<file path="config.mk">
export PLATFORM = sky130hd
export DESIGN_NAME = gmii_rx_framer_flat
export DESIGN_NICKNAME = d
export VERILOG_FILES = /design/src/rtl/gmii_rx_framer_pkg.sv /design/src/rtl/gmii_rx_framer_if.sv /design/src/rtl/gmii_rx_framer_rx_word_queue.sv /design/src/rtl/gmii_rx_framer.sv /design/src/flat_wrapper.sv
export SDC_FILE = /design/constraint.sdc
export NUM_CORES = 1
export LEC_CHECK = 0
export BUFFER_PORTS_ARGS = -buffer_cell sky130_fd_sc_hd__buf_2
export CAP_MARGIN = 20
export CORE_ASPECT_RATIO = 1.25
export CORE_MARGIN = 2
export CORE_UTILIZATION = 35
export DETAILED_ROUTE_END_ITERATION = 10
export PLACE_DENSITY = 0.64
export SETUP_SLACK_MARGIN = 0.2
export SLEW_MARGIN = 25
export SYNTH_ARGS = -nofsm -noshare
export SYNTH_HDL_FRONTEND = slang
export SYNTH_SLANG_ARGS = --single-unit
</file>
<file path="constraint.sdc">
create_clock -name sys_clk -period 3.5 [get_ports sys_clk]
set_input_delay 0.175 -clock sys_clk [delete_from_list [all_inputs] [get_ports sys_clk]]
set_output_delay 0.175 -clock sys_clk [all_outputs]
set_load 0.05 [all_outputs]
</file>
<file path="src/rtl/gmii_rx_framer_pkg.sv">
// Shared definitions for the GMII receive framer.
//   - rx_state_t    : framer state encodings
//   - bit positions : phy word (IN_FRAME, NOT_LAST) and length word (ERR, TRUNC)
//   - qword_t       : one data-queue entry (last flag + 16-bit word)
//   - phy_word/len_word : build the 18-bit words written to the two FIFOs
package gmii_rx_framer_pkg;

  typedef enum logic [2:0] {
    ST_WAIT_IDLE,
    ST_IDLE,
    ST_PREAMBLE,
    ST_DATA,
    ST_FLUSH,
    ST_DROP
  } rx_state_t;

  localparam int IN_FRAME_BIT  = 17;
  localparam int NOT_LAST_BIT  = 16;
  localparam int LEN_ERR_BIT   = 16;
  localparam int LEN_TRUNC_BIT = 15;
  localparam int TS_WORDS      = 4;
  localparam int TS_BYTES      = 8;

  localparam logic [7:0] PREAMBLE_BYTE = 8'h55;
  localparam logic [7:0] SFD_BYTE      = 8'hd5;

  typedef struct packed {
    logic        last;
    logic [15:0] data;
  } qword_t;

  function automatic logic [17:0] phy_word(input logic last, input logic [15:0] data);
    logic [17:0] w;
    w               = '0;
    w[IN_FRAME_BIT] = 1'b1;
    w[NOT_LAST_BIT] = ~last;
    w[15:0]         = data;
    return w;
  endfunction

  function automatic logic [17:0] len_word(input logic err, input logic trunc, input logic [10:0] len);
    logic [17:0] w;
    w                = '0;
    w[17]            = 1'b1;
    w[LEN_ERR_BIT]   = err;
    w[LEN_TRUNC_BIT] = trunc;
    w[10:0]          = len;
    return w;
  endfunction

endpackage

</file>
<file path="src/rtl/gmii_rx_framer_if.sv">
// Write-side bundle between the framer and its two downstream FIFOs.
//   phy_din/phy_wr_en  : 18-bit data word + strobe into the phy FIFO
//   phy_full/phy_afull : phy FIFO full / not enough room for a max frame
//   len_din/len_wr_en  : 18-bit length entry + strobe into the length FIFO
//   len_full           : length FIFO full
// master = framer side, slave = FIFO side.
interface gmii_rx_framer_if;
  logic [17:0] phy_din;
  logic        phy_wr_en;
  logic        phy_full;
  logic        phy_afull;
  logic [17:0] len_din;
  logic        len_wr_en;
  logic        len_full;

  modport master (
    output phy_din, phy_wr_en, len_din, len_wr_en,
    input  phy_full, phy_afull, len_full
  );

  modport slave (
    input  phy_din, phy_wr_en, len_din, len_wr_en,
    output phy_full, phy_afull, len_full
  );
endinterface

</file>
<file path="src/rtl/gmii_rx_framer_rx_word_queue.sv">
// rx_word_queue: small synchronous FIFO of qword_t entries.
//   sys_clk, sys_rst_n : clock, synchronous active-low reset (empties queue)
//   push, push_word    : write request and entry
//   overwrite          : when full (and not popping) replace the tail instead of dropping
//   pop                : remove head (ignored when empty)
//   head_word          : current head entry
//   full, empty        : occupancy flags
// A push while full without pop and without overwrite is silently discarded.
module rx_word_queue
  import gmii_rx_framer_pkg::*;
#(
  parameter int QDEPTH = 4
) (
  input  logic   sys_clk,
  input  logic   sys_rst_n,
  input  logic   push,
  input  logic   overwrite,
  input  qword_t push_word,
  input  logic   pop,
  output qword_t head_word,
  output logic   full,
  output logic   empty
);

  localparam int AW = $clog2(QDEPTH);

  qword_t         mem [QDEPTH];
  logic [AW:0]    wr_ptr_reg;
  logic [AW:0]    rd_ptr_reg;
  logic [AW:0]    fill;
  logic [AW-1:0]  tail_idx;
  logic           do_pop;
  logic           do_write;
  logic           do_over;

  assign fill     = wr_ptr_reg - rd_ptr_reg;
  assign full     = (fill == (AW+1)'(QDEPTH));
  assign empty    = (wr_ptr_reg == rd_ptr_reg);
  assign do_pop   = pop && !empty;
  assign do_write = push && (!full || do_pop);
  assign do_over  = push && full && !do_pop && overwrite;
  assign tail_idx = wr_ptr_reg[AW-1:0] - AW'(1);
  assign head_word = mem[rd_ptr_reg[AW-1:0]];

  always_ff @(posedge sys_clk) begin
    if (do_write) begin
      mem[wr_ptr_reg[AW-1:0]] <= push_word;
    end else if (do_over) begin
      mem[tail_idx] <= push_word;
    end
  end

  always_ff @(posedge sys_clk) begin
    if (!sys_rst_n) begin
      wr_ptr_reg <= '0;
      rd_ptr_reg <= '0;
    end else begin
      if (do_write) wr_ptr_reg <= wr_ptr_reg + 1'b1;
      if (do_pop)   rd_ptr_reg <= rd_ptr_reg + 1'b1;
    end
  end

endmodule

</file>
<file path="src/rtl/gmii_rx_framer.sv">
// gmii_rx_framer: strips preamble/SFD from the GMII rx stream, packs bytes into
// 16-bit words, prefixes each frame with a 4-word global_counter timestamp and
// writes the result to the phy FIFO, followed by one length entry per frame.
//   sys_clk, sys_rst_n : clock, synchronous active-low reset
//   gmii_rxd/rx_dv/rx_er : receive byte stream (already in sys_clk domain)
//   global_counter     : free-running timestamp, sampled at SFD
//   fifo               : phy/length FIFO write ports (master side)
//   rx_frame_cnt       : delivered frames (wraps)
//   rx_drop_cnt        : frames dropped whole (saturates)
module gmii_rx_framer
  import gmii_rx_framer_pkg::*;
#(
  parameter int MAX_BYTES = 2039,
  parameter int QDEPTH    = 4
) (
  input  logic             sys_clk,
  input  logic             sys_rst_n,
  input  logic [7:0]       gmii_rxd,
  input  logic             gmii_rx_dv,
  input  logic             gmii_rx_er,
  input  logic [63:0]      global_counter,
  gmii_rx_framer_if.master fifo,
  output logic [31:0]      rx_frame_cnt,
  output logic [15:0]      rx_drop_cnt
);

  rx_state_t   state_reg, state_next;
  logic        sfd_hit, drop_hit, data_byte, tail_step, len_fire;

  logic [63:0] ts_reg;
  logic [2:0]  ts_left_reg;
  logic [15:0] ts_words [TS_WORDS];
  logic [1:0]  ts_idx;
  logic [15:0] ts_word;

  logic [7:0]  half_byte_reg;
  logic        half_valid_reg;
  logic [15:0] pend_word_reg;
  logic        pend_valid_reg;
  logic [10:0] rx_bytes_reg;
  logic [10:0] byte_cnt_reg;
  logic        err_reg, trunc_reg, last_pushed_reg, last_written_reg;
  logic        at_max;

  qword_t      q_push_word, q_head;
  logic        q_push, q_overwrite, q_pop, q_full, q_empty, q_room;
  logic [1:0]  push_bytes;

  logic [17:0] phy_din_reg, len_din_reg;
  logic        phy_wr_en_reg, len_wr_en_reg;
  logic [31:0] frame_cnt_reg;
  logic [15:0] drop_cnt_reg;

  assign fifo.phy_din   = phy_din_reg;
  assign fifo.phy_wr_en = phy_wr_en_reg;
  assign fifo.len_din   = len_din_reg;
  assign fifo.len_wr_en = len_wr_en_reg;
  assign rx_frame_cnt   = frame_cnt_reg;
  assign rx_drop_cnt    = drop_cnt_reg;

  // ts_words[0] is the most significant word, written first.
  generate
    for (genvar gi = 0; gi < TS_WORDS; gi++) begin : g_ts
      assign ts_words[gi] = ts_reg[63 - 16*gi -: 16];
    end
  endgenerate
  assign ts_idx  = 2'(3'(TS_WORDS) - ts_left_reg);
  assign ts_word = ts_words[ts_idx];

  assign at_max = (rx_bytes_reg == 11'(MAX_BYTES));

  // ---------------- state machine ----------------
  always_ff @(posedge sys_clk) begin
    if (!sys_rst_n) state_reg <= ST_WAIT_IDLE;
    else            state_reg <= state_next;
  end

  always_comb begin
    state_next = state_reg;
    sfd_hit    = 1'b0;
    drop_hit   = 1'b0;
    data_byte  = 1'b0;
    tail_step  = 1'b0;
    len_fire   = 1'b0;
    case (state_reg)
      ST_WAIT_IDLE: if (!gmii_rx_dv) state_next = ST_IDLE;
      ST_IDLE:      if (gmii_rx_dv)  state_next = ST_PREAMBLE;
      ST_PREAMBLE: begin
        if (!gmii_rx_dv) begin
          state_next = ST_IDLE;
        end else if (gmii_rxd == SFD_BYTE) begin
          if (fifo.phy_afull || fifo.len_full) begin
            state_next = ST_DROP;
            drop_hit   = 1'b1;
          end else begin
            state_next = ST_DATA;
            sfd_hit    = 1'b1;
          end
        end else if (gmii_rxd != PREAMBLE_BYTE) begin
          state_next = ST_DROP;
          drop_hit   = 1'b1;
        end
      end
      ST_DATA: begin
        if (gmii_rx_dv) begin
          data_byte = 1'b1;
        end else begin
          tail_step  = 1'b1;
          state_next = ST_FLUSH;
        end
      end
      ST_FLUSH: begin
        // An odd-length tail may need a second push after the pending word.
        if (!last_pushed_reg) begin
          tail_step = 1'b1;
        end else if (last_written_reg) begin
          len_fire   = 1'b1;
          state_next = gmii_rx_dv ? ST_PREAMBLE : ST_IDLE;
        end
      end
      ST_DROP:  if (!gmii_rx_dv) state_next = ST_IDLE;
      default:  state_next = ST_WAIT_IDLE;
    endcase
  end

  // ---------------- queue push selection ----------------
  always_comb begin
    q_push      = 1'b0;
    q_overwrite = 1'b0;
    q_push_word = '0;
    push_bytes  = 2'd0;
    if (data_byte && !at_max && half_valid_reg && pend_valid_reg) begin
      q_push           = 1'b1;
      q_push_word.data = pend_word_reg;
      push_bytes       = 2'd2;
    end
    if (tail_step) begin
      q_push = 1'b1;
      if (pend_valid_reg) begin
        q_push_word.last = ~half_valid_reg;
        q_push_word.data = pend_word_reg;
        push_bytes       = 2'd2;
      end else if (half_valid_reg) begin
        q_push_word.last = 1'b1;
        q_push_word.data = {half_byte_reg, 8'h00};
        push_bytes       = 2'd1;
      end else begin
        q_push_word.last = 1'b1;
      end
      q_overwrite = q_push_word.last;
    end
  end

  assign q_pop  = !fifo.phy_full && !sfd_hit && (ts_left_reg == 3'd0) && !q_empty;
  assign q_room = !q_full || q_pop;

  rx_word_queue #(.QDEPTH(QDEPTH)) u_queue (
    .sys_clk   (sys_clk),
    .sys_rst_n (sys_rst_n),
    .push      (q_push),
    .overwrite (q_overwrite),
    .push_word (q_push_word),
    .pop       (q_pop),
    .head_word (q_head),
    .full      (q_full),
    .empty     (q_empty)
  );

  // ---------------- byte packing ----------------
  always_ff @(posedge sys_clk) begin
    if (!sys_rst_n) begin
      half_byte_reg   <= '0;
      half_valid_reg  <= 1'b0;
      pend_word_reg   <= '0;
      pend_valid_reg  <= 1'b0;
      rx_bytes_reg    <= '0;
      byte_cnt_reg    <= '0;
      err_reg         <= 1'b0;
      trunc_reg       <= 1'b0;
      last_pushed_reg <= 1'b0;
    end else begin
      if (sfd_hit) begin
        half_valid_reg  <= 1'b0;
        pend_valid_reg  <= 1'b0;
        rx_bytes_reg    <= '0;
        byte_cnt_reg    <= '0;
        err_reg         <= 1'b0;
        trunc_reg       <= 1'b0;
        last_pushed_reg <= 1'b0;
      end
      if (data_byte) begin
        if (gmii_rx_er) err_reg <= 1'b1;
        if (at_max) begin
          trunc_reg <= 1'b1;
        end else begin
          rx_bytes_reg <= rx_bytes_reg + 11'd1;
          if (!half_valid_reg) begin
            half_byte_reg  <= gmii_rxd;
            half_valid_reg <= 1'b1;
          end else begin
            pend_word_reg  <= {half_byte_reg, gmii_rxd};
            pend_valid_reg <= 1'b1;
            half_valid_reg <= 1'b0;
          end
        end
      end
      if (tail_step) begin
        if (pend_valid_reg)      pend_valid_reg <= 1'b0;
        else if (half_valid_reg) half_valid_reg <= 1'b0;
        if (q_push_word.last)    last_pushed_reg <= 1'b1;
      end
      if (q_push) begin
        if (q_room) begin
          byte_cnt_reg <= byte_cnt_reg + {9'd0, push_bytes};
        end else begin
          trunc_reg <= 1'b1;
          // The replaced tail is always a full non-last word of this frame.
          if (q_overwrite) byte_cnt_reg <= byte_cnt_reg - 11'd2 + {9'd0, push_bytes};
        end
      end
    end
  end

  // ---------------- phy write arbiter ----------------
  always_ff @(posedge sys_clk) begin
    if (!sys_rst_n) begin
      ts_reg           <= '0;
      ts_left_reg      <= '0;
      phy_din_reg      <= '0;
      phy_wr_en_reg    <= 1'b0;
      last_written_reg <= 1'b0;
    end else begin
      phy_wr_en_reg <= 1'b0;
      if (sfd_hit) begin
        ts_reg           <= global_counter;
        ts_left_reg      <= 3'(TS_WORDS);
        last_written_reg <= 1'b0;
      end else if (!fifo.phy_full) begin
        if (ts_left_reg != 3'd0) begin
          phy_wr_en_reg <= 1'b1;
          phy_din_reg   <= phy_word(1'b0, ts_word);
          ts_left_reg   <= ts_left_reg - 3'd1;
        end else if (!q_empty) begin
          phy_wr_en_reg <= 1'b1;
          phy_din_reg   <= phy_word(q_head.last, q_head.data);
          if (q_head.last) last_written_reg <= 1'b1;
        end
      end
    end
  end

  // ---------------- length entry and counters ----------------
  always_ff @(posedge sys_clk) begin
    if (!sys_rst_n) begin
      len_din_reg   <= '0;
      len_wr_en_reg <= 1'b0;
      frame_cnt_reg <= '0;
      drop_cnt_reg  <= '0;
    end else begin
      len_wr_en_reg <= len_fire;
      if (len_fire) begin
        len_din_reg   <= len_word(err_reg, trunc_reg, 11'(TS_BYTES) + byte_cnt_reg);
        frame_cnt_reg <= frame_cnt_reg + 32'd1;
      end
      if (drop_hit && (drop_cnt_reg != 16'hffff)) drop_cnt_reg <= drop_cnt_reg + 16'd1;
    end
  end

endmodule
</file>
<file path="src/flat_wrapper.sv">
// flat-port wrapper written by rule: the top's interface ports become plain ports
module gmii_rx_framer_flat import gmii_rx_framer_pkg::*;
#(
  parameter int MAX_BYTES = 2039,
  parameter int QDEPTH    = 4
)
  (sys_clk, sys_rst_n, gmii_rxd, gmii_rx_dv, gmii_rx_er, global_counter, rx_frame_cnt, rx_drop_cnt, fifo_phy_din, fifo_phy_wr_en, fifo_len_din, fifo_len_wr_en, fifo_phy_full, fifo_phy_afull, fifo_len_full);
  gmii_rx_framer_if fifo_i ();
  input  logic sys_clk;
  input  logic sys_rst_n;
  input  logic [7:0] gmii_rxd;
  input  logic gmii_rx_dv;
  input  logic gmii_rx_er;
  input  logic [63:0] global_counter;
  output logic [31:0] rx_frame_cnt;
  output logic [15:0] rx_drop_cnt;
  output wire logic [$bits(fifo_i.phy_din)-1:0] fifo_phy_din;
  output wire logic [$bits(fifo_i.phy_wr_en)-1:0] fifo_phy_wr_en;
  output wire logic [$bits(fifo_i.len_din)-1:0] fifo_len_din;
  output wire logic [$bits(fifo_i.len_wr_en)-1:0] fifo_len_wr_en;
  input wire logic [$bits(fifo_i.phy_full)-1:0] fifo_phy_full;
  input wire logic [$bits(fifo_i.phy_afull)-1:0] fifo_phy_afull;
  input wire logic [$bits(fifo_i.len_full)-1:0] fifo_len_full;
  assign fifo_phy_din = fifo_i.phy_din;
  assign fifo_phy_wr_en = fifo_i.phy_wr_en;
  assign fifo_len_din = fifo_i.len_din;
  assign fifo_len_wr_en = fifo_i.len_wr_en;
  assign fifo_i.phy_full = fifo_phy_full;
  assign fifo_i.phy_afull = fifo_phy_afull;
  assign fifo_i.len_full = fifo_len_full;
  gmii_rx_framer #(.MAX_BYTES(MAX_BYTES), .QDEPTH(QDEPTH)) u_core (.sys_clk(sys_clk), .sys_rst_n(sys_rst_n), .gmii_rxd(gmii_rxd), .gmii_rx_dv(gmii_rx_dv), .gmii_rx_er(gmii_rx_er), .global_counter(global_counter), .fifo(fifo_i), .rx_frame_cnt(rx_frame_cnt), .rx_drop_cnt(rx_drop_cnt));
endmodule
</file>
== Yosys cells after proc, flatten, opt, wreduce, memory -nomap -nowiden ==
Memories as Yosys holds them, arrays and structs flattened. A register that Yosys moved wholly into a read port is not among the register bits.
Cells that the tools add are included.

* Word-level logic and storage cells: 191
* Output and inout bits: 86
* Memories: 1
* Bits in read-only memories: 0
* Latch bits: 0
* Bits of input ports: 79
* Bits in writable memories: 68
* Flip-flop bits (word level): 210

{| class="wikitable"
|+ Memories
! name !! words !! bits a word !! read ports !! clocked after Yosys merged registers in !! wr ports !! RTL line !! text
|-
| u_core.u_queue.mem || 4 || 17 || 1 || 1 || 1 || gmii_rx_framer_rx_word_queue.sv:27 || <nowiki>qword_t mem [QDEPTH];</nowiki>
|}

* Equality and inequality tests: 19
* Bitwise gates (word level): 9
* Shift-type cells: 0
* Mux-type cells: 90
* Magnitude comparators: 1
* Reductions and logical operators: 36
* Multiply operators: 0
* Div/mod/pow operators: 0
* Add/sub/neg operators: 13

{| class="wikitable"
|+ Operators by type and width
! cell !! count
|-
| two-way mux 11 bit || 7
|-
| two-way mux 16 bit || 4
|-
| two-way mux 1 bit || 51
|-
| two-way mux 17 bit || 3
|-
| two-way mux 18 bit || 2
|-
| two-way mux 3 bit || 12
|-
| adder 32 x 1 -> 32 bit, second input constant || 1
|-
| binary-select mux 16 bit (select 2 bit) || 1
|-
| adder 11 x 2 -> 11 bit || 2
|-
| OR reduction 17 bit || 1
|-
| adder 16 x 1 -> 16 bit, second input constant || 1
|-
| two-way mux 2 bit || 8
|-
| != test 16 bit, second input constant || 1
|-
| case mux 3 bit (5 select lines) || 1
|-
| logical AND 1 bit || 12
|-
| adder 11 x 1 -> 11 bit, second input constant || 1
|-
| adder 4 x 11 -> 11 bit, first input constant || 1
|-
| == test 11 bit, second input constant || 1
|-
| subtractor 11 x 2 -> 11 bit, second input constant || 1
|-
| == test 3 bit, second input constant || 3
|-
| AND reduction 3 bit || 3
|-
| == test 8 bit, second input constant || 1
|-
| != test 2 bit, second input constant || 4
|-
| != test 8 x 7 -> 1 bit, second input constant || 1
|-
| other kinds (24) || 45
|}

== Longest topological paths before layout ==
Gate-level depths: netlist of run 1.

* Depth after elaboration: 18
* Depth in mapped cells: 20

== By module ==
A second synthesis of run 1 with hierarchy kept.

* Cells, all modules: 1285
* Area total of the unflattened synthesis: 12622.1 sq um

{| class="wikitable"
|+ By module, submodules not included
! module !! times used !! cells each !! seq. area each (sq um) !! area an instance (sq um)
|-
| gmii_rx_framer || 1 || 1131 || 4083.9 || 9653.0
|-
| rx_word_queue || 1 || 154 || 2202.1 || 2969.1
|}

== Worst setup path before layout of run 1 ==
Ideal clock, no wire load.

* Path type: reg2reg
* Start point: register u_core.rx_bytes_reg[0]
* End point: register u_core.byte_cnt_reg[9]
* Stages on the path, launching flop included: 21
* Slack: -122 ps
* Period minus slack after synthesis: 3622 ps
* Required time: 3419 ps
* Arrival: 3542 ps
* Cell sequence: dfxtp_1 -> ha_1 -> nand4b_1 -> nor3_1 -> nor3_1 -> buf_4 -> nand2_2 -> a21boi_2 -> buf_2 -> inv_1 -> ha_1 -> inv_1 -> ha_1 -> inv_1 -> fa_1 -> nor2b_1 -> o2111ai_1 -> a31oi_1 -> xor2_1 -> nand2_1 -> a41oi_1

* Word-level cells in the longest chain between the ends: 13
* Elaborated cells on any way between the ends: 16

{| class="wikitable"
|+ Ends and longest elaborated chain
! what !! RTL line !! text
|-
| start, declared || gmii_rx_framer.sv:40 || <nowiki>logic [10:0] rx_bytes_reg;</nowiki>
|-
| start signal, assigned || gmii_rx_framer.sv:196 || <nowiki>rx_bytes_reg <= rx_bytes_reg + 11'd1;</nowiki>
|-
| == test 11 bit (*) || gmii_rx_framer.sv:70 || <nowiki>assign at_max = (rx_bytes_reg == 11'(MAX_BYTES));</nowiki>
|-
| zero test 1 bit (*) || gmii_rx_framer.sv:132 || <nowiki>if (data_byte && !at_max && half_valid_reg && pend_valid_reg) begin</nowiki>
|-
| logical AND 1 bit (*) (3 in series) || gmii_rx_framer.sv:132 ||
|-
| two-way mux 2 bit || gmii_rx_framer.sv:132 ||
|-
| two-way mux 2 bit || gmii_rx_framer.sv:143 || <nowiki>end else if (half_valid_reg) begin</nowiki>
|-
| two-way mux 2 bit || gmii_rx_framer.sv:139 || <nowiki>if (pend_valid_reg) begin</nowiki>
|-
| two-way mux 2 bit || gmii_rx_framer.sv:137 || <nowiki>if (tail_step) begin</nowiki>
|-
| adder 11 x 2 -> 11 bit || gmii_rx_framer.sv:218 || <nowiki>if (q_overwrite) byte_cnt_reg <= byte_cnt_reg - 11'd2 + {9'd0, push_bytes};</nowiki>
|-
| two-way mux 11 bit || gmii_rx_framer.sv:218 ||
|-
| two-way mux 11 bit || gmii_rx_framer.sv:213 || <nowiki>if (q_room) begin</nowiki>
|-
| two-way mux 11 bit (*) || gmii_rx_framer.sv:212 || <nowiki>if (q_push) begin</nowiki>
|-
| end signal, assigned || gmii_rx_framer.sv:214 || <nowiki>byte_cnt_reg <= byte_cnt_reg + {9'd0, push_bytes};</nowiki>
|-
| end signal, assigned || gmii_rx_framer.sv:218 ||
|-
| end, declared || gmii_rx_framer.sv:41 || <nowiki>logic [10:0] byte_cnt_reg;</nowiki>
|}

Every way passes the cells marked *; elsewhere a longest branch is shown, timed or not.
A chain may end at the register's enable or synchronous reset.

== Final worst setup path of run 1 ==
Same ends and word-level chain as after synthesis.

==> results of run 1 <==
## worst paths after layout
check | to | slack, ps | cells past startpoint | start
worst max-delay path | u_core.byte_cnt_reg[9]$_SDFF_PN0_ | 300 | 19 | u_core.rx_bytes_reg[0]$_SDFF_PN0_
worst min-delay path | u_core.state_reg[0]$_SDFFE_PN0P_ | 70 | 3 | gmii_rx_dv
worst min register to register | u_core.ts_reg[16]$_SDFFE_PN0P_ | 450 | 2 | u_core.ts_reg[16]$_SDFFE_PN0P_
worst max register to register | u_core.byte_cnt_reg[9]$_SDFF_PN0_ | 300 | 19 | u_core.rx_bytes_reg[0]$_SDFF_PN0_
## final cells by class
class	count	area, µm²
Clock buffer	44	874.6
Timing Repair Buffer	266	1797
Inverter	30	117.6
Antenna cell	1	2.502
Sequential cell	280	6291
Clock inverter	13	157.7
Fill cell	3342	19540
Multi-Input combinational cell	902	5794
Tap cell	474	593.1
## cell families after synthesis
| family | share of synthesized area |
|---|---|
| xor gates and xnor gates | 0.04786 |
| AOI/OAI and AO/OA | 0.1168 |
| other | 0.0003014 |
| adders and majority gates | 0.03137 |
| and+or+nand+nor | 0.1816 |
| DFF | 0.5052 |
| muxes | 0.07924 |
| buffers and inverters | 0.03761 |
## worst reg2reg max path, delay by kind of cell (launching register included)
kind,cells,cell delay [ps]
XOR/XNOR,1,160
adder cells (fa/ha/maj),4,960
flip-flops,1,360
AO/OA/AOI/OAI,4,650
AND/OR/NAND/NOR,6,680
buffers and inverters,4,360
## per-stage QoR
step	hold slack, ps	instances	setup slack (ps)
global placement	420.7	1875	175.9
detailed placement	429.1	1875	76.09
CTS	46.83	2007	214.3
floorplan	311.0	1293	66.27
finish	69.60	2010	300.0
global route	103.5	2010	143.8
## timing repair
item | in CTS | in global routing
gates resized for setup | 1 | 5
endpoints found under the hold margin | 83 | 0
hold buffers | 75 | 0
endpoints found under the setup margin | 2 | 3
setup buffers | 0 | 2
pin swaps | 2 | 6
## where the power goes
part / leakage (nW) / total, mW / internal (mW) / switching, mW
sequential: 2.35 / 3.48 / 3.41 / 0.0655
combinational: 2.84 / 1.40 / 0.492 / 0.908
clock: 0.501 / 3.26 / 1.96 / 1.30
total: 5.69 / 8.14 / 5.87 / 2.28
## cells in the final DEF, fill, tap and decap left out, types with 5 or more instances in the layout
master / instances
nor2_1: 111
dfxtp_1: 210
edfxtp_1: 68
mux2i_1: 22
mux4_2: 33
buf_2: 160
dlygate4sd3_1: 75
a22o_1: 8
inv_6: 5
nand2b_1: 7
xor2_1: 24
clkbuf_16: 31
o21ai_1: 5
xnor2_1: 44
buf_4: 30
nor3_1: 23
nand3_1: 40
o21a_1: 6
clkbuf_1: 8
o21ai_0: 27
and2_1: 18
inv_1: 28
clkbuf_8: 5
a211oi_1: 28
ha_1: 25
nor4_1: 8
or3_1: 7
and4_1: 8
nand2_1: 241
a21oi_1: 123
nand4_1: 13
and3_1: 5
## layer usage
| metal | wire, µm | track usage |
|---|---|---|
| met4 | 879 | 0.06068 |
| met1 | 13050 | 0.2001 |
| met3 | 1622 | 0.02955 |
| met5 | 13 | 0 |
| met2 | 16910 | 0.3207 |
==> reports/qor.txt, run 1 <==
Run status: finished clean
Total Negative Setup Slacks: 0 ps
Die area: 37,090 µm²
Worst-case clock buffer depth: 3
Total standard cell area after synthesis: 12,440 µm²
Delay of the slowest cell on the worst path: 360 ps
Number of hold violations in the final report: 0
Final Skew: 25.39 ps
Via count: 10,130
Share of Yosys cell area claimed by the top area cell type: 0.3411
DR WL/cell: 16.15 µm
Critical path launch point type: register
Total CTS buffers: 31
Slew of the pin with the lowest slew margin: 870.7 ps
Achievable clock frequency: 312.5 MHz
Post-synthesis area per instance: 9.646 µm²
Number of nets in the finished design: 1,620
Share of the core filled with cells in the final layout: 0.4444
Min Clock Period, post-route: 3200 ps
Portion of the post-synthesis area used by sequential elements: 0.5052
Starting density of the core: 0.3539
Largest area contributor in the synthesized netlist: dfxtp_1
Clock insertion delay at the later pin of the skew report: 570 ps
Half-perimeter wire length after detailed placement: 21,480 µm
DRC Markers: 0
Final-report max-slew violation count: 0
Most frequent cells after synthesis: nand2_1, dfxtp_1, a21oi_1
Number of different library cells in the post-synthesis netlist: 70
Count of final setup violators: 0
Unrepaired setup endpoints after global routing: yes
Dominant register cell in the synthesized netlist: dfxtp_1
Top Ports: 165
Crit path buffers/inverters: 4
Final WL: 32,470 µm
Worst vdd rail ir drop: 0.4072 mV
Drt pass-1 iters: 7
Chip width: 172.6 µm
Cells taking the most area after synthesis: dfxtp_1, edfxtp_1, nand2_1
Critical path fanouts, max: 5
Clock tree from TritonCTS: done
Critical Path End Type: register
Average via count per standard cell: 5.038
Headroom to the max-slew limit: 0.4195
Synthesis-to-finish area growth: 25.59%
Standby leakage power: 5.689 nW
Number of flip-flops in the largest register: 68
Largest net degree at the start of global routing: 94
Clock-pin slew on the worst setup and hold paths: 60 ps
Placed Area: 13,800 µm²
Most frequently used cell type in the post-synthesis netlist: nand2_1
Required time of the critical path: 3990 ps
Core footprint: 35,170 µm²
Antenna violations before repair: 2
Synthesis-stage register bit count: 280
Cell with the largest stage delay on the worst path: dfxtp_4
Worst Hold Class: input pin to register
Vias in the first global route: 10,100
Number of synthesis warnings: 0
Post-route antenna net violation count: 0
Y dimension of the die: 214.8 µm
Fraction of the cycle the final worst path needs: 0.9143
Global-route wire length before repair: 52,850 µm
Largest delay contributor family on the critical path: adder cells
Sinks on Clock Net: 280
Routability congestion estimate from global placement: 0.8415
Number of synthesized flops with an enable pin: 68
Total number of placement rows: 77
Total chip power: 8.143 mW
Critical setup path kind: register to register
Fraction of registers with async set/reset: 0
PortBufs: 160
Library cell used as clock root buffer: clkbuf_16
Power per Cell Area: 521.1 nW/µm²
Gr usage total: 0.1733
Proportion of layout cells with a drive suffix above 1: 0.1967
Design Area, Final: 15,630 µm²
DRC violation total after the first TritonRoute iteration: 652
Critical Path AT: 3690 ps
H-tree lvl count: 1
Max-cap violations: 0
GRT Residual Overflow: 0
Ordered cell list for the critical path: ha_4 -> nand4b_1 -> nor3_2 -> nor3_2 -> buf_4 -> nand2_4 -> a21boi_4 -> inv_2 -> ha_4 -> inv_1 -> ha_2 -> inv_1 -> fa_2 -> nor2b_2 -> o2111ai_2 -> a31oi_1 -> xor2_1 -> nand2_1 -> a41oi_2
Post-synthesis instance total: 1,290
(Power assumes the default switching activity.)
==> inputs of run 2 (changes only) <==
--- a/config.mk
+++ b/config.mk
@@ -11,9 +11,11 @@
 export CORE_MARGIN = 2
 export CORE_UTILIZATION = 35
 export DETAILED_ROUTE_END_ITERATION = 10
+export MAX_ROUTING_LAYER = met4
 export PLACE_DENSITY = 0.64
 export SETUP_SLACK_MARGIN = 0.2
 export SLEW_MARGIN = 25
 export SYNTH_ARGS = -nofsm -noshare
 export SYNTH_HDL_FRONTEND = slang
+export SYNTH_HIERARCHICAL = 1
 export SYNTH_SLANG_ARGS = --single-unit
==> run 2 against run 1 <==
Global-route usage barely moved. Non-clock buffer count down 9. Largest cell class unchanged. Via count about the same. Final area decreased by 0.16%. Combinational power up 4%. Die area grew 1.4%. Register-to-register slack improved by 20 ps. Total power is 2.2% lower.
==> reports/qor.txt, run 2 <==
Worst vdd rail ir drop: 0.3206 mV
Most common cell after layout, fill and taps aside: nand2_1
Most frequently used cell type in the post-synthesis netlist: nand2_1
Critical Path AT: 3620 ps
Post-route antenna net violation count: 0
Largest area contributor in the synthesized netlist: dfxtp_1
Crit path buffers/inverters: 2
Starting density of the core: 0.3560
Total standard cell area after synthesis: 12,620 µm²
Critical setup path kind: register to register
Average via count per standard cell: 5.071
Dominant register cell in the synthesized netlist: dfxtp_1
Worst Hold Class: input pin to register
Global-route wire length before repair: 52,180 µm
Library cell used as clock root buffer: clkbuf_16
Sinks on Clock Net: 280
Post-synthesis instance total: 1,285
Synthesis-stage register bit count: 280
Post-synthesis area per instance: 9.823 µm²
Chip width: 173.9 µm
Total number of placement rows: 77
Cell with the largest stage delay on the worst path: dfxtp_4
Most frequent cells after synthesis: nand2_1, dfxtp_1, a21oi_1
Synthesis-to-finish area growth: 23.61%
PortBufs: 160
Power per Cell Area: 510.6 nW/µm²
Portion of the post-synthesis area used by sequential elements: 0.4980
DRC Markers: 0
DR WL/cell: 16.22 µm
Clock-pin slew on the worst setup and hold paths: 60 ps
Critical Path End Type: register
Die area: 37,610 µm²
Y dimension of the die: 216.3 µm
Max-cap violations: 0
Final WL: 32,400 µm
Achievable clock frequency: 314.8 MHz
Core footprint: 35,450 µm²
Fraction of the cycle the final worst path needs: 0.9075
Number of different library cells in the post-synthesis netlist: 84
Total chip power: 7.966 mW
Critical path launch point type: register
Number of hold violations in the final report: 0
Critical path fanouts, max: 10
Clock insertion delay at the later pin of the skew report: 540 ps
Delay of the slowest cell on the worst path: 360 ps
Largest delay contributor family on the critical path: compound AO/OA/AOI/OAI gates
Slew of the pin with the lowest slew margin: 871.8 ps
Headroom to the max-slew limit: 0.4180
Total CTS buffers: 29
Vias in the first global route: 9,998
Gr usage total: 0.1734
Count of final setup violators: 0
Number of nets in the finished design: 1,610
Clock tree from TritonCTS: done
Via count: 10,130
H-tree lvl count: 1
Number of flip-flops in the largest register: 68
Most used cells in the layout excluding fill and tap cells: nand2_1, dfxtp_1, buf_2
Min Clock Period, post-route: 3176 ps
Top Ports: 165
Fraction of registers with async set/reset: 0
N_diodes: 0
Proportion of layout cells with a drive suffix above 1: 0.1989
GRT Residual Overflow: 0
Largest net degree at the start of global routing: 95
Total Negative Setup Slacks: 0 ps
Number of synthesized flops with an enable pin: 68
Required time of the critical path: 3950 ps
Ordered cell list for the critical path: ha_4 -> and4b_1 -> a41oi_2 -> and2_4 -> o21a_4 -> inv_2 -> ha_2 -> inv_1 -> ha_1 -> a21o_1 -> and4_1 -> a311oi_2 -> o21ai_0 -> xnor2_1 -> o211ai_1
Final Skew: 17.19 ps
Unrepaired setup endpoints after global routing: no
Antenna violations before repair: 0
Routability congestion estimate from global placement: 0.8685
Worst-case clock buffer depth: 3
Standby leakage power: 5.753 nW
Final-report max-slew violation count: 0
Run status: finished clean
Number of synthesis warnings: 6
DRC violation total after the first TritonRoute iteration: 694
Half-perimeter wire length after detailed placement: 21,620 µm
Share of Yosys cell area claimed by the top area cell type: 0.3362
Drt pass-1 iters: 5
Cells taking the most area after synthesis: dfxtp_1, edfxtp_1, nand2_1
==> run 2: repair_timing <==
item	4_1_cts	5_1_grt
setup buffers	0	0
hold buffers	74	0
pin swaps	1	1
gates resized for setup	2	14
endpoints found under the hold margin	81	0
endpoints found under the setup margin	5	6
==> run 2: cells by family (layout without fill, tap and decap cells) <==
kind of cell	count (synthesis)	after routing	synth area share
AND/OR/NAND/NOR	499	499	0.1898
flip-flops	280	280	0.4980
AO/OA/AOI/OAI	239	239	0.1146
buffers and inverters	106	341	0.03608
multiplexers	68	68	0.08664
XOR/XNOR	62	62	0.04362
adder cells (fa/ha/maj)	30	30	0.03093
other	1	4	0.0002971
==> run 2: stage by stage <==
stage	utilization	setup slack [ps]	hold slack, ps	cells	instance area, µm²
after CTS	0.4391	205.9	44.33	1997	15570
after floorplan	-	126.2	296.7	1288	12650
after global placement	0.3916	229.3	423.9	1870	13880
final	0.4401	323.8	70.30	1997	15600
after detailed placement	0.3916	186.0	424.3	1870	13880
after global routing	0.4401	170.3	72.46	1997	15600
==> run 2: worst paths after layout <==
kind	start	endpoint	slack, ps	cells past startpoint
worst min register to register	u_core/ts_reg[42]$_SDFFE_PN0P_	u_core/ts_reg[42]$_SDFFE_PN0P_	450	2
worst max register to register	u_core/rx_bytes_reg[0]$_SDFF_PN0_	u_core/byte_cnt_reg[8]$_SDFF_PN0_	320	15
worst max-delay path	u_core/rx_bytes_reg[0]$_SDFF_PN0_	u_core/byte_cnt_reg[8]$_SDFF_PN0_	320	15
worst min-delay path	fifo_phy_full	u_core/fifo.phy_wr_en$_SDFF_PP0_	70	3
==> run 2: power by group <==
part           switching (mW)  internal [mW]  total, mW
Sequential             0.0701           3.42       3.49
Clock                    1.23           1.80       3.03
Combinational           0.941          0.512       1.45
Total                    2.24           5.73       7.97
==> run 2: worst reg2reg max path: stages (launching register included) <==
cell      delay [ps]
dfxtp_4          360
ha_4             170
and4b_1          210
a41oi_2          180
and2_4           180
o21a_4           180
inv_2             60
ha_2             320
inv_1             40
ha_1             210
a21o_1           190
and4_1           220
a311oi_2         300
o21ai_0          170
xnor2_1          140
o211ai_1         160
==> run 2: final cells by class <==
cell class / instances / area, µm²
fill: 3441 / 19850
sequential: 280 / 6294
multi-input combinational: 902 / 5944
timing repair buffer: 257 / 1714
clock buffer: 46 / 849.6
tap: 474 / 593.1
inverter: 31 / 121.4
clock inverter: 7 / 86.33
==> run 2: metal layers <==
| layer | track usage | up-vias | part of all wire |
|---|---|---|---|
| li1 | - | 4949 | - |
| met1 | 0.2084 | 4824 | 0.42 |
| met2 | 0.3016 | 298 | 0.50 |
| met3 | 0.02263 | 55 | 0.049 |
| met4 | 0.05602 | 0 | 0.028 |
| met5 | - | - | 0 |
